### src/rtl/ifu_iccm_arb_pkg.sv
// Shared types and sizing helpers for the ICCM fetch/DMA port arbiter.
package ifu_iccm_arb_pkg;

  typedef enum logic [2:0] {
    IDLE     = 3'd0,
    WAIT     = 3'd1,
    RMW_RD   = 3'd2,
    RMW_HOLD = 3'd3,
    RMW_WR   = 3'd4
  } state_t;

  localparam logic [1:0] SZ_B  = 2'd0;
  localparam logic [1:0] SZ_H  = 2'd1;
  localparam logic [1:0] SZ_W  = 2'd2;
  localparam logic [1:0] SZ_DW = 2'd3;

  // RMW hold counter only has to cover RD_LAT-2 cycles for RD_LAT <= 4
  localparam int HOLD_W = 2;

  function automatic int cnt_w(input int max_val);
    return (max_val < 1) ? 1 : $clog2(max_val + 1);
  endfunction

endpackage

### src/rtl/ifu_iccm_rdpipe.sv
// Tracks DMA reads through the ICCM read latency; emits valid+tag RD_LAT cycles after rden.
module ifu_iccm_rdpipe #(
  parameter int RD_LAT = 2,
  parameter int TAG_W  = 3
) (
  input  logic             clk,
  input  logic             rst,
  input  logic             rd_vld,
  input  logic [TAG_W-1:0] rd_tag,
  output logic             out_vld,
  output logic [TAG_W-1:0] out_tag
);

  logic [RD_LAT-1:0][TAG_W:0] pipe_d, pipe_q;

  always_comb begin
    pipe_d    = pipe_q;
    // tag is zeroed on empty slots so the output tag idles at 0
    pipe_d[0] = {rd_vld, rd_tag & {TAG_W{rd_vld}}};
    for (int i = 1; i < RD_LAT; i++) pipe_d[i] = pipe_q[i-1];
  end

  rvdff #(.WIDTH(RD_LAT*(TAG_W+1))) pipe_ff (
    .clk (clk),
    .rst (rst),
    .din (pipe_d),
    .dout(pipe_q)
  );

  assign out_vld = pipe_q[RD_LAT-1][TAG_W];
  assign out_tag = pipe_q[RD_LAT-1][TAG_W-1:0];

endmodule

### src/rtl/rvdff.sv
// Plain synchronous-reset D flop vector used for all state in this slice.
module rvdff #(
  parameter int WIDTH = 1
) (
  input  logic             clk,
  input  logic             rst,
  input  logic [WIDTH-1:0] din,
  output logic [WIDTH-1:0] dout
);

  always_ff @(posedge clk) begin
    if (rst) dout <= '0;
    else     dout <= din;
  end

endmodule

### src/rtl/ifu_iccm_dma_arb.sv
// Arbitrates the single ICCM port between fetch and DMA: direct grants, starvation-forced
// fetch stall, and read-modify-write sequencing for sub-doubleword DMA writes.
module ifu_iccm_dma_arb
  import ifu_iccm_arb_pkg::*;
#(
  parameter int RD_LAT   = 2,
  parameter int MAX_WAIT = 15,
  parameter int TAG_W    = 3
) (
  input  logic             clk,
  input  logic             rst,
  input  logic             ifc_dma_access_ok,
  input  logic             dma_iccm_req,
  input  logic             dma_iccm_write,
  input  logic [1:0]       dma_iccm_size,
  input  logic [TAG_W-1:0] dma_iccm_tag,
  output logic             dma_iccm_ready,
  output logic             dma_iccm_stall_any,
  output logic             iccm_sel_dma,
  output logic             iccm_rden,
  output logic             iccm_wren,
  output logic             iccm_rmw_merge,
  output logic             iccm_dma_rvalid,
  output logic [TAG_W-1:0] iccm_dma_rtag
);

  localparam int                 WCNT_W    = cnt_w(MAX_WAIT);
  localparam logic [WCNT_W-1:0]  WCNT_MAX  = WCNT_W'(MAX_WAIT);
  localparam logic [HOLD_W-1:0]  HOLD_LAST = (RD_LAT > 2) ? HOLD_W'(RD_LAT - 3) : '0;

  state_t              state_d, state_q;
  logic [2:0]          state_raw;
  logic [WCNT_W-1:0]   wait_cnt_d, wait_cnt_q;
  logic [HOLD_W-1:0]   hold_cnt_d, hold_cnt_q;
  logic                stall_d, stall_q;
  logic                grant_ok, stall_any;
  logic                ready_c, rden_c, wren_c, sel_c, merge_c, rd_push;
  logic                pipe_vld;
  logic [TAG_W-1:0]    pipe_tag;

  assign state_q  = state_t'(state_raw);
  assign grant_ok = ifc_dma_access_ok | stall_q;

  // Fetch is held off for the whole RMW and once a waiting request has starved
  assign stall_any = (state_q == RMW_RD) | (state_q == RMW_HOLD) | (state_q == RMW_WR) |
                     ((state_q == WAIT) & (wait_cnt_q == WCNT_MAX));

  always_comb begin
    state_d    = state_q;
    wait_cnt_d = '0;
    hold_cnt_d = '0;
    ready_c    = 1'b0;
    rden_c     = 1'b0;
    wren_c     = 1'b0;
    sel_c      = 1'b0;
    merge_c    = 1'b0;
    rd_push    = 1'b0;
    unique case (state_q)
      IDLE, WAIT: begin
        if (dma_iccm_req && grant_ok) begin
          ready_c = 1'b1;
          sel_c   = 1'b1;
          if (!dma_iccm_write) begin
            rden_c  = 1'b1;
            rd_push = 1'b1;
            state_d = IDLE;
          end else if (dma_iccm_size == SZ_DW) begin
            wren_c  = 1'b1;
            state_d = IDLE;
          end else begin
            rden_c  = 1'b1;
            state_d = RMW_RD;
          end
        end else if (dma_iccm_req) begin
          state_d    = WAIT;
          wait_cnt_d = (wait_cnt_q == WCNT_MAX) ? wait_cnt_q : wait_cnt_q + 1'b1;
        end else begin
          state_d = IDLE;
        end
      end
      RMW_RD:   state_d = (RD_LAT > 2) ? RMW_HOLD : RMW_WR;
      RMW_HOLD: begin
        hold_cnt_d = hold_cnt_q + 1'b1;
        if (hold_cnt_q == HOLD_LAST) state_d = RMW_WR;
      end
      RMW_WR: begin
        wren_c  = 1'b1;
        merge_c = 1'b1;
        sel_c   = 1'b1;
        state_d = IDLE;
      end
      default:  state_d = IDLE;
    endcase
  end

  assign stall_d = stall_any & ~rst;

  rvdff #(.WIDTH(3))      state_ff (.clk(clk), .rst(rst), .din(state_d),    .dout(state_raw));
  rvdff #(.WIDTH(WCNT_W)) wait_ff  (.clk(clk), .rst(rst), .din(wait_cnt_d), .dout(wait_cnt_q));
  rvdff #(.WIDTH(HOLD_W)) hold_ff  (.clk(clk), .rst(rst), .din(hold_cnt_d), .dout(hold_cnt_q));
  rvdff #(.WIDTH(1))      stall_ff (.clk(clk), .rst(rst), .din(stall_d),    .dout(stall_q));

  ifu_iccm_rdpipe #(.RD_LAT(RD_LAT), .TAG_W(TAG_W)) u_rdpipe (
    .clk    (clk),
    .rst    (rst),
    .rd_vld (rd_push & ~rst),
    .rd_tag (dma_iccm_tag),
    .out_vld(pipe_vld),
    .out_tag(pipe_tag)
  );

  // Outputs are forced quiet while reset is held
  assign dma_iccm_ready     = ready_c   & ~rst;
  assign dma_iccm_stall_any = stall_any & ~rst;
  assign iccm_sel_dma       = sel_c     & ~rst;
  assign iccm_rden          = rden_c    & ~rst;
  assign iccm_wren          = wren_c    & ~rst;
  assign iccm_rmw_merge     = merge_c   & ~rst;
  assign iccm_dma_rvalid    = pipe_vld  & ~rst;
  assign iccm_dma_rtag      = pipe_tag  & {TAG_W{~rst}};

endmodule

### config.mk
export PLATFORM = sky130hd
export DESIGN_NAME = ifu_iccm_dma_arb
export DESIGN_NICKNAME = d
export VERILOG_FILES = /design/src/rtl/ifu_iccm_arb_pkg.sv /design/src/rtl/ifu_iccm_rdpipe.sv /design/src/rtl/rvdff.sv /design/src/rtl/ifu_iccm_dma_arb.sv
export SDC_FILE = /design/constraint.sdc
export NUM_CORES = 1
export LEC_CHECK = 0
export ABC_AREA = 1
export BUFFER_PORTS_ARGS = -buffer_cell sky130_fd_sc_hd__clkbuf_2
export CAP_MARGIN = 10
export CORE_MARGIN = 1.5
export CORE_UTILIZATION = 30
export DETAILED_ROUTE_END_ITERATION = 8
export PLACE_DENSITY = 0.54
export SYNTH_ARGS = -nofsm -noshare
export SYNTH_HDL_FRONTEND = slang
export SYNTH_SLANG_ARGS = --single-unit
### constraint.sdc
create_clock -name clk -period 3.7 [get_ports clk]
set_input_delay 0.74 -clock clk [delete_from_list [all_inputs] [get_ports clk]]
set_output_delay 0.74 -clock clk [all_outputs]
set_load 0.05 [all_outputs]
Yosys cells after proc, flatten, opt, wreduce, memory -nomap -nowiden. Cells that the tools add are included.

Register bits after elaboration: 18.

Add/sub/neg operators: 2. Equality and inequality tests: 7. Mux-type cells: 21. Bitwise logic cells: 19. Reduce and logical (&&, ||, !) cells: 6.

Operator list (count): 1-bit two-way mux (14); 1-bit AND (9); 3-bit one-hot mux with 3 select lines (1); 3-bit AND (2); 3-bit by 2-bit == test with 1-bit output (second input constant) (2); 3-bit two-way mux (2); 4-bit by 1-bit adder with 4-bit output (second input constant) (1); 4-bit == test (second input constant) (1); 2-bit two-way mux (2); 1-bit inverter (4); 1-bit bitwise OR (4); 1-bit one-hot mux with 2 select lines (2); 2-bit OR reduction (2); 4-bit OR reduction (1); 3-bit by 1-bit == test with 1-bit output (second input constant) (1); 3-bit == test (second input constant) (1); 3-bit zero test (1); 2-bit by 1-bit adder with 2-bit output (second input constant) (1); 2-bit == test (second input constant) (1); 2-bit zero test (1); 2-bit by 1-bit != test with 1-bit output (second input constant) (1); 1-bit logical AND (1).

Depth between registers and ports, before layout. Gate-level depths: netlist of the first run.

Word-level depth: 6. Mapped depth: 6. Gate-level depth less buffers: 6.

Modules after synthesis. A second synthesis of the first run with hierarchy kept.

Cells, all modules: 128. Area total of the unflattened synthesis: 879.6 um^2.

Modules (own cells, without submodules): ifu_iccm_dma_arb (times used 1, cells each 67, area each 347.8 um^2); rvdff (u_rdpipe.pipe_ff) (times used 1, cells each 25, area each 231.5 um^2); rvdff (wait_ff) (times used 1, cells each 12, area each 110.1 um^2); rvdff (state_ff) (times used 1, cells each 9, area each 82.6 um^2); rvdff (hold_ff) (times used 1, cells each 6, area each 55.1 um^2); rvdff (stall_ff) (times used 1, cells each 3, area each 30.0 um^2); ifu_iccm_rdpipe (times used 1, cells each 6, area each 22.5 um^2).

Worst setup path before layout of the first run. Ideal clock, no wire load.

Kind: input to output. Start: input dma_iccm_req. End: output iccm_rden. Data arrival time: 1763 ps. Path slack: 1197 ps. Cell stages on the path: 4. Path through: inv_1 -> nor2_1 -> nand3_1 -> nor2_1.

Longest elaborated chain between the ends: 4.

RTL lines: start, declared (line ifu_iccm_dma_arb.sv:13) `input logic dma_iccm_req,`; 1-bit logical AND (line ifu_iccm_dma_arb.sv:60) `if (dma_iccm_req && grant_ok) begin`; 1-bit two-way mux (line ifu_iccm_dma_arb.sv:60); 1-bit two-way mux (line ifu_iccm_dma_arb.sv:58) `unique case (state_q)`; 1-bit AND (line ifu_iccm_dma_arb.sv:116) `assign iccm_rden = rden_c & ~rst;`; end, declared (line ifu_iccm_dma_arb.sv:20) `output logic iccm_rden,`.

No other way between the ends.

Worst setup path in the final report of the first run.
Start: input rst. End: output iccm_wren.

Longest elaborated chain between the ends: 2.

RTL lines: start, declared (line ifu_iccm_dma_arb.sv:11) `input logic rst,`; 1-bit inverter (line ifu_iccm_dma_arb.sv:117) `assign iccm_wren = wren_c & ~rst;`; 1-bit AND (line ifu_iccm_dma_arb.sv:117); end, declared (line ifu_iccm_dma_arb.sv:21) `output logic iccm_wren,`.

No other way between the ends.

==> flow_metrics.tcl, run 1 <==
set metrics [dict create \
    worstPathArrival_ps 1800 \
    hpwl_um 1120 \
    syn_inst 114 \
    worstPathRequired_ps 2960 \
    finalSetupViolCount 0 \
    clkSlewWorstSetupHoldPaths_ps 100 \
    detail-route-antenna-nets 0 \
    leakage_uw 0.000515 \
    start_util_pct 31.7 \
    synthArstFlopShare_pct 0 \
    yosysTopAreaCell "dfxtp_1" \
    clk_latency_ps 290 \
    grt.met1_usage_pct 12.6 \
    synth_edf_count 0 \
    fin_setup_tns_ps 0 \
    top_usage_layer "met2" \
    cts.sinks 18 \
    synth_top_area_share_pct 45.9 \
    grt_use_met2_pct 17.9 \
    yosysSeqAreaShare_pct 45.9 \
    ioPinCount 20 \
    clk_path_buf_depth 2 \
    wire_per_inst_um 8.33 \
    hold_violations 0 \
    ir_drop_mv 0.197 \
    p_total_uw 350 \
    nFillCells 278 \
    maxSlewHeadroom_pct 81.5 \
    antenna_found_initial 0 \
    synth_area_leaders "dfxtp_1 (46%), inv_1 (15%), nand2_1 (10%)" \
    cts_setup_buffers 0 \
    netlist_top_cells_count "inv_1 (32), nand2_1 (21), nor2_1 (20)" \
    cts_hold_buf 0 \
    routed_wl_um 1380 \
    io_buffers 19 \
    gp_congestion 0.718 \
    skew_ps 2.92 \
    layout-drive-gt1-share_pct 19.9 \
    via_count 696 \
    grt_first_pass_wirelength_um 2260 \
    fin_nets 149 \
    num_rows 18 \
    cts.htree.levels 1 \
    chipWidth_um 54.2 \
    grt_start_max_net_pins 12 \
    die_area_mm2 0.00293 \
    grt_pass1_vias 571 \
    yosys_warnings 0 \
    fmaxAchievable_mhz 393 \
    syn-num-nets 126 \
    ys.flop_type "dfxtp_1" \
    cts_tree "built" \
    fin_crit_ps 2540 \
    drv_cap 0 \
    path_max_fanout 11 \
    globalRoute.totalOverflow 0 \
    netlist_area_um2 786 \
    first_pass_iters 4 \
    final_util_pct 38.3 \
    power_density_mw_per_mm2 368 \
    core_area_mm2 0.00248 \
    yosysUniqueCellTypes 15 \
    drcViolationCount 0 \
    grt_usage_pct 10.8 \
    avgSynthCellArea_um2 6.89 \
    cts_buffers 3 \
    yosysMostFrequentCell "inv_1" \
    antennaDiodeCount 0 \
    tightest_slew_ps 279 \
    cts_resized 0 \
    first_iter_violations 5 \
    syn2layout_area_growth_pct 20.9 \
    via_per_inst 4.19 \
    fin_crit_sh_pct 68.7 \
    ys_ff_latch 18 \
    cp-end-kind "output pin" \
    worstHoldPathType "register to register" \
    cts-root-buf "clkbuf_4" \
    status "complete, no violations" \
    start_kind "input port" \
    die_h_um 54.2 \
    crit_type "input port to output pin" \
    rsz0062_at_grt "no" \
    slew_viol_final 0 \
    use_met3_pct 3.33 \
]
-- worst max-delay path: stages --
cell and delay, ps:
clkbuf_2 180, nor2_1 250, nand3_1 190, o21ai_2 150, clkbuf_2 280
-- worst paths after layout --
| path | startpoint | endpoint | slack (ps) | cells past startpoint |
|---|---|---|---|---|
| worst min-delay path | u_rdpipe.pipe_ff.dout[2] | u_rdpipe.pipe_ff.dout[6] | 400 | 2 |
| worst max register to register | wait_ff.dout[0] | stall_ff.dout | 2490 | 5 |
| worst min register to register | u_rdpipe.pipe_ff.dout[2] | u_rdpipe.pipe_ff.dout[6] | 400 | 2 |
| worst max-delay path | rst | iccm_wren | 1160 | 5 |
-- cell type report --
type / count / area (um2) / share of cell area, %
repair buffers: 19 / 95.1 / 10.0
well taps: 30 / 37.5 / 3.95
multi-input cells: 62 / 297 / 31.2
flip-flops and latches: 18 / 360 / 37.9
clock buffers: 4 / 36.3 / 3.82
inverters: 33 / 124 / 13.0
-- cell families (layout without fill, tap and decap cells) --
kind of cell               after synthesis  after routing  share of synthesized area [%]
AOI/OAI and AO/OA                        7              7                           4.94
xor gates and xnor gates                 1              1                           1.11
adders and majority gates                2              2                           3.18
and+or+nand+nor                         52             52                           28.5
DFF                                     18             18                           45.9
buffers and inverters                   34             56                           16.4
-- state kept, by name, indices dropped and copies added (netlist names) --
name and flops:
u_rdpipe.pipe_ff.dout 8, wait_ff.dout 4, state_ff.dout 3, hold_ff.dout 2, stall_ff.dout 1
-- placed cells by master, fill, tap and decap left out --
| master | n |
|---|---|
| nand3_1 | 6 |
| dfxtp_1 | 18 |
| a21oi_1 | 4 |
| clkbuf_2 | 19 |
| clkbuf_4 | 3 |
| nor2_1 | 20 |
| clkbuf_8 | 1 |
| nand2_1 | 21 |
| inv_2 | 1 |
| inv_1 | 32 |
| nor3_2 | 1 |
| nor2_4 | 1 |
| ha_1 | 2 |
| nand4_1 | 3 |
| o21ai_2 | 1 |
| o21ai_0 | 2 |
| xnor2_1 | 1 |
-- per-layer routing --
layer | vias up | part of all wire, %
li1 | 374 | -
met3 | 3 | 5.0
met2 | 17 | 49
met1 | 302 | 45
met5 | - | 0
met4 | 0 | 1.2
-- through the flow --
stage               worst slack (ps)  hold WS, ps  instance area (um2)  instances
global route                    1040          424                  950        166
CTS                             1140          405                  950        166
floorplan                       1200          388                  786        114
global placement                1180          392                  913        162
detailed placement              1140          395                  913        162
finish                          1160          405                  950        166
-- where the power goes --
group,internal (uW),switching [uW],total (uW)
Sequential,197,2.17,199
Clock,59.9,58.2,118
Combinational,9.98,22.5,32.5
Total,267,82.9,350
No activity file was read; power rests on OpenSTA's default activity.
==> inputs of run 2 (changes only) <==
--- a/config.mk
+++ b/config.mk
@@ -5,13 +5,13 @@
 export SDC_FILE = /design/constraint.sdc
 export NUM_CORES = 1
 export LEC_CHECK = 0
-export ABC_AREA = 1
+export ABC_AREA = 0
 export BUFFER_PORTS_ARGS = -buffer_cell sky130_fd_sc_hd__clkbuf_2
 export CAP_MARGIN = 10
 export CORE_MARGIN = 1.5
 export CORE_UTILIZATION = 30
 export DETAILED_ROUTE_END_ITERATION = 8
-export PLACE_DENSITY = 0.54
+export PLACE_DENSITY = 0.57
 export SYNTH_ARGS = -nofsm -noshare
 export SYNTH_HDL_FRONTEND = slang
 export SYNTH_SLANG_ARGS = --single-unit
==> constraint.sdc (replaced) <==
create_clock -name clk -period 2.3 [get_ports clk]
set_input_delay 0.46 -clock clk [delete_from_list [all_inputs] [get_ports clk]]
set_output_delay 0.46 -clock clk [all_outputs]
set_load 0.05 [all_outputs]
==> run 2 against run 1 <==
Count of clock-buffer cells in the layout stayed put. Combinational power rose by 60%. Clock power increased by 58%. Clock skew up 3.0 ps. Register-to-register slack got worse by 1400 ps. Area after synthesis down 8.4%. Hold slack better by 13 ps. Sequential cell count unchanged. Total power rose by 60%. Largest power group unchanged.
==> flow_metrics.tcl, run 2 <==
set metrics [dict create \
    status "complete, no violations" \
    crit_path_start "state_ff.dout[1]" \
    worstPathArrival_ps 1720 \
    pwr-share-seq_pct 57.3 \
    dp.cells 123 \
    syn_inst 76 \
    cts-root-buf "clkbuf_4" \
    hpwl_um 982 \
    switchingPower_uw 128 \
    fin_setup_tns_ps 0 \
    io_buffers 19 \
    yosysSeqAreaShare_pct 50.1 \
    skew_ps 5.91 \
    layout_commonest_cell "clkbuf_2" \
    yosys_warnings 0 \
    synth_xor_area_share_pct 1.22 \
    crit_end "iccm_wren" \
    top_regs "u_rdpipe.pipe_ff.dout: 8 flops, wait_ff.dout: 4 flops, state_ff.dout: 3 flops" \
    ioPinCount 20 \
    yosysTopAreaCell "dfxtp_1" \
    routed_wl_um 1220 \
    drcViolationCount 0 \
    ys_ff_latch 18 \
    power_density_mw_per_mm2 624 \
    slowest_delay_ps 410 \
    start_util_pct 32.2 \
    synth_area_leaders "dfxtp_1 (50%), nor2b_1 (7.8%), nor2_1 (5.7%)" \
    rrSetupSlack_ps 1090 \
    clk_latency_ps 280 \
    slew_viol_final 0 \
    finalSetupViolCount 0 \
    num_rows 17 \
    fin_nets 112 \
    intPower_uw 432 \
    maxSlewHeadroom_pct 69.5 \
    syn2layout_area_growth_pct 24.5 \
    rsz0062_at_grt "no" \
    via_per_inst 4.37 \
    grt_usage_pct 10.6 \
    cp-end-kind "output pin" \
    detail-route-antenna-nets 0 \
    chipWidth_um 52.0 \
    yosysMostFrequentCell "dfxtp_1" \
    cts.htree.levels 1 \
    leakage_uw 0.000406 \
    fmaxAchievable_mhz 458 \
    r2r_cells 3 \
    crit_type "register to output pin" \
    cts_hold_buf 0 \
    grt_pass1_vias 466 \
    grt_start_max_net_pins 11 \
    pwr-share-comb_pct 9.3 \
    hold_path_depth 2 \
    first_pass_iters 4 \
    cts.sinks 18 \
    synth_edf_count 0 \
    crit_slowest_cell "or3b_1" \
    drv_cap 0 \
    largest_register_ffs 8 \
    via_count 555 \
    tightest_slew_ps 458 \
    globalRoute.totalOverflow 0 \
    regMostFlops "u_rdpipe.pipe_ff.dout" \
    layout-drive-gt1-share_pct 31.3 \
    grt_first_pass_wirelength_um 2030 \
    antenna_found_initial 0 \
    synthSimpleGateAreaFrac_pct 31.7 \
    syn-num-nets 88 \
    synthMuxAreaShare_pct 1.39 \
    hold_violations 0 \
    wire_per_inst_um 9.57 \
    yosysUniqueCellTypes 25 \
    ir_drop_mv 0.270 \
    netlist_top_cells_count "dfxtp_1 (18), nor2_1 (11), nor2b_1 (9)" \
    cts_setup_buffers 0 \
    swShare_pct 22.8 \
    antennaDiodeCount 0 \
    fin_crit_ps 2180 \
    die_area_mm2 0.00270 \
    path_max_fanout 5 \
    stdcell_count 127 \
    avgSynthCellArea_um2 9.47 \
    crit_path_cell_trace "or2_1 -> or3b_1 -> o21ai_1 -> clkbuf_2" \
    first_iter_violations 5 \
    core_area_mm2 0.00223 \
    clkPwrFrac_pct 33.4 \
    cts_tree "built" \
    worstHoldPathType "input port to register" \
    synth_top_area_share_pct 50.1 \
    netlist_area_um2 719 \
    gp_congestion 0.731 \
    r2r_start "state_ff.dout[2]" \
    final_cell_mix "clkbuf_2 (19), dfxtp_1 (18), nor2_1 (11)" \
    synthAdderAreaFrac_pct 3.48 \
    synthArstFlopShare_pct 0 \
    hold_ws_ps 418 \
    die_h_um 52.0 \
    synth_top_family_by_area "simple AND/OR/NAND/NOR gates" \
    start_kind "register" \
    ys.flop_type "dfxtp_1" \
    cts_resized 0 \
    synth_compound_area_share_pct 8.52 \
    worstPathRequired_ps 1840 \
    cts_buffers 3 \
    fin_crit_sh_pct 94.9 \
    timing.rr.end "u_rdpipe.pipe_ff.dout[2]" \
    clk_path_buf_depth 2 \
    clkSlewWorstSetupHoldPaths_ps 100 \
]
-- run 2: changes by cell type in the layout (fill, tap and decap cells not counted), moves of 2 or more --
cell and change:
a21oi_1 -3, nand2_1 -15, nand3_1 -2, nor2_1 -9
nor3b_2 +3, nor2b_1 +9, nand4_1 -2, inv_1 -27
-- run 2: logic make-up (layout without fill, tap and decap cells) --
family,Yosys count,count (layout)
flops,18,18
fa+ha+maj,2,2
buf+inv,7,30
simple gates,38,38
compound gates,9,9
mux,1,1
xor+xnor,1,1
-- run 2: power by group through the flow --
stage          clock (uW)  combinational [uW]  sequential, uW
2_1_floorplan           0                34.2             327
3_3_place_gp            0                52.2             328
3_5_place_dp            0                52.7             328
4_1_cts               194                52.9             321
5_1_grt               204                57.1             321
6_report              187                52.1             320
-- run 2: final cells by class --
type	instances	area, um2
inverter	6	22.5
multi-input combinational	51	339
fill	227	1340
clock buffer	4	36.3
tap	28	35.0
sequential	18	360
timing repair buffer	20	103
-- run 2: worst max-delay path: cells and delay by family, from the launching register on --
kind / cells / cell delay (ps)
flip-flops: 1 / 380
AO/OA/AOI/OAI: 1 / 90
buffers and inverters: 1 / 280
AND/OR/NAND/NOR: 2 / 680
-- run 2: worst min path at each step --
stage,slack [ps],start,to
after floorplan,390,hold_ff.dout[0],hold_ff.dout[0]
after global placement,400,hold_ff.dout[0],hold_ff.dout[0]
after detailed placement,420,hold_ff.dout[0],hold_ff.dout[0]
after CTS,410,dma_iccm_tag[1],u_rdpipe.pipe_ff.dout[1]
after global routing,420,dma_iccm_tag[0],u_rdpipe.pipe_ff.dout[0]
final,420,dma_iccm_tag[1],u_rdpipe.pipe_ff.dout[1]
-- run 2: metrics by stage --
stage | instance area (um2) | util, % | power [uW] | worst slack [ps]
6_report | 896 | 40.1 | 559 | 117
5_1_grt | 896 | 40.1 | 583 | 14.6
4_1_cts | 896 | 40.1 | 567 | 96.1
3_5_place_dp | 860 | 38.5 | 380 | 313
3_3_place_gp | 860 | 38.5 | 380 | 344
2_1_floorplan | 726 | - | 361 | 222
-- run 2: per-layer routing --
| layer | vias up | GRT usage [%] | share of wire, % |
|---|---|---|---|
| met2 | 8 | 15.4 | 46 |
| met5 | - | 0 | 0 |
| met1 | 244 | 13.3 | 49 |
| met3 | 2 | 2.59 | 3.4 |
| met4 | 0 | 7.89 | 1.4 |
| li1 | 301 | - | - |
==> inputs of run 3 (changes only) <==
--- a/config.mk
+++ b/config.mk
@@ -12,6 +12,7 @@
 export CORE_UTILIZATION = 30
 export DETAILED_ROUTE_END_ITERATION = 8
 export PLACE_DENSITY = 0.57
+export REMOVE_ABC_BUFFERS = 1
 export SYNTH_ARGS = -nofsm -noshare
 export SYNTH_HDL_FRONTEND = slang
 export SYNTH_SLANG_ARGS = --single-unit
==> run 3 against run 2 <==
Fmax rose by 0.26%. Total power shrank 0.18%. Die area unchanged. Sequential cell count is the same. Hold slack worse by 8.9 ps. Clock skew down 2.8 ps. Global-route usage rose by 0.48 points. Utilization is 0.17 points lower.
==> flow_metrics.tcl, run 3 (synthesis results as in run 2) <==
set metrics [dict create \
    first_pass_iters 4 \
    regMostFlops "u_rdpipe.pipe_ff.dout" \
    syn2layout_area_growth_pct 24.0 \
    fmaxAchievable_mhz 459 \
    start_util_pct 32.2 \
    worstPathArrival_ps 1720 \
    grt_usage_pct 11.0 \
    drcViolationCount 0 \
    skew_ps 3.16 \
    clk_latency_ps 290 \
    globalRoute.totalOverflow 0 \
    detail-route-antenna-nets 0 \
    nFillCells 241 \
    stdcell_count 127 \
    final_cell_mix "dfxtp_1 (18), clkbuf_2 (18), nor2_1 (11)" \
    final_area_um2 892 \
    dp.cells 123 \
    chipWidth_um 52.0 \
    worstPathRequired_ps 1840 \
    via_per_inst 4.43 \
    antenna_found_initial 0 \
    fin_crit_ps 2180 \
    path_max_fanout 5 \
    status "complete, no violations" \
    multi_input_comb_area_um2 333 \
    grt_pass1_vias 486 \
    ioPinCount 20 \
    largest_register_ffs 8 \
    antennaDiodeCount 0 \
    drv_cap 0 \
    fin_nets 112 \
    cts.htree.levels 1 \
    layout-drive-gt1-share_pct 30.3 \
    crit_type "register to output pin" \
    die_h_um 52.0 \
    cts_tree "built" \
    cts.sinks 18 \
    hpwl_um 1040 \
    rsz0062_at_grt "no" \
    wire_per_inst_um 10.1 \
    maxSlewHeadroom_pct 71.0 \
    first_iter_violations 12 \
    fin_setup_tns_ps 0 \
    grt_start_max_net_pins 11 \
    slew_viol_final 0 \
    seqCellArea_um2 360 \
    final_util_pct 39.9 \
    ir_drop_mv 0.390 \
    clkSlewWorstSetupHoldPaths_ps 90 \
    cp-end-kind "output pin" \
    place_area_um2 853 \
    num_rows 17 \
    worstHoldPathType "input port to register" \
    hold_ws_ps 409 \
    finalSetupViolCount 0 \
    via_count 562 \
    gp_congestion 0.764 \
    start_kind "register" \
    clk_path_buf_depth 2 \
    fin_crit_sh_pct 94.7 \
    tightest_slew_ps 435 \
    cts_buffers 3 \
    die_area_mm2 0.00270 \
    cts-root-buf "clkbuf_4" \
    core_area_mm2 0.00223 \
    io_buffers 19 \
    power_density_mw_per_mm2 626 \
    top_regs "u_rdpipe.pipe_ff.dout: 8 flops, wait_ff.dout: 4 flops, state_ff.dout: 3 flops" \
    grt_first_pass_wirelength_um 2080 \
    hold_violations 0 \
    leakage_uw 0.000407 \
    routed_wl_um 1280 \
]
==> run 3: changes by cell type in the layout (fill, tap and decap cells not counted), sizes merged <==
cell and change:
buf +1, clkbuf -1
==> run 3: through the flow <==
| stage | worst slack [ps] | power [uW] |
|---|---|---|
| global route | 14.5 | 583 |
| detailed placement | 306 | 379 |
| global placement | 346 | 379 |
| finish | 122 | 558 |
| CTS | 54.2 | 568 |
| floorplan | -130 | 358 |
==> run 3: layer usage <==
layer  vias up  track usage, %  wire length [um]
li1        301               -                 -
met1       247            13.5               592
met2        12            15.4               580
met3         2            5.46                77
met4         0            6.58                28
met5         -               0                 0
==> run 3: what timing repair did <==
action | in CTS | in global routing
setup endpoints to repair | 0 | 1
hold buffers | 0 | 0
setup buffers | 0 | 0
resized for setup | 0 | 3
==> run 3: report_power, final <==
part | leakage, uW | switching [uW] | internal, uW | total, uW
Sequential | 0.000146 | 3.92 | 317 | 321
Combinational | 0.000240 | 32.4 | 19.1 | 51.5
Clock | 0.0000210 | 89.9 | 96.4 | 186
==> run 3: worst paths after layout <==
check	start	slack, ps	depth (start not counted)	endpoint
max	state_ff.dout[1]	120	4	iccm_wren
min	dma_iccm_tag[1]	410	2	u_rdpipe.pipe_ff.dout[1]
max reg2reg	wait_ff.dout[0]	1100	3	stall_ff.dout
min reg2reg	hold_ff.dout[0]	420	1	hold_ff.dout[0]
==> run 3: layout make-up <==
type / instances / area share (%)
flip-flops and latches: 18 / 40.4
multi-input cells: 51 / 37.3
repair buffers: 20 / 11.8
clock buffers: 4 / 4.07
well taps: 28 / 3.93
inverters: 6 / 2.52
==> run 3: worst max-delay path, cell delays in order, from the launching register on <==
cell,delay [ps]
dfxtp_1,370
or2_1,260
or3b_1,410
o21ai_1,100
clkbuf_2,290
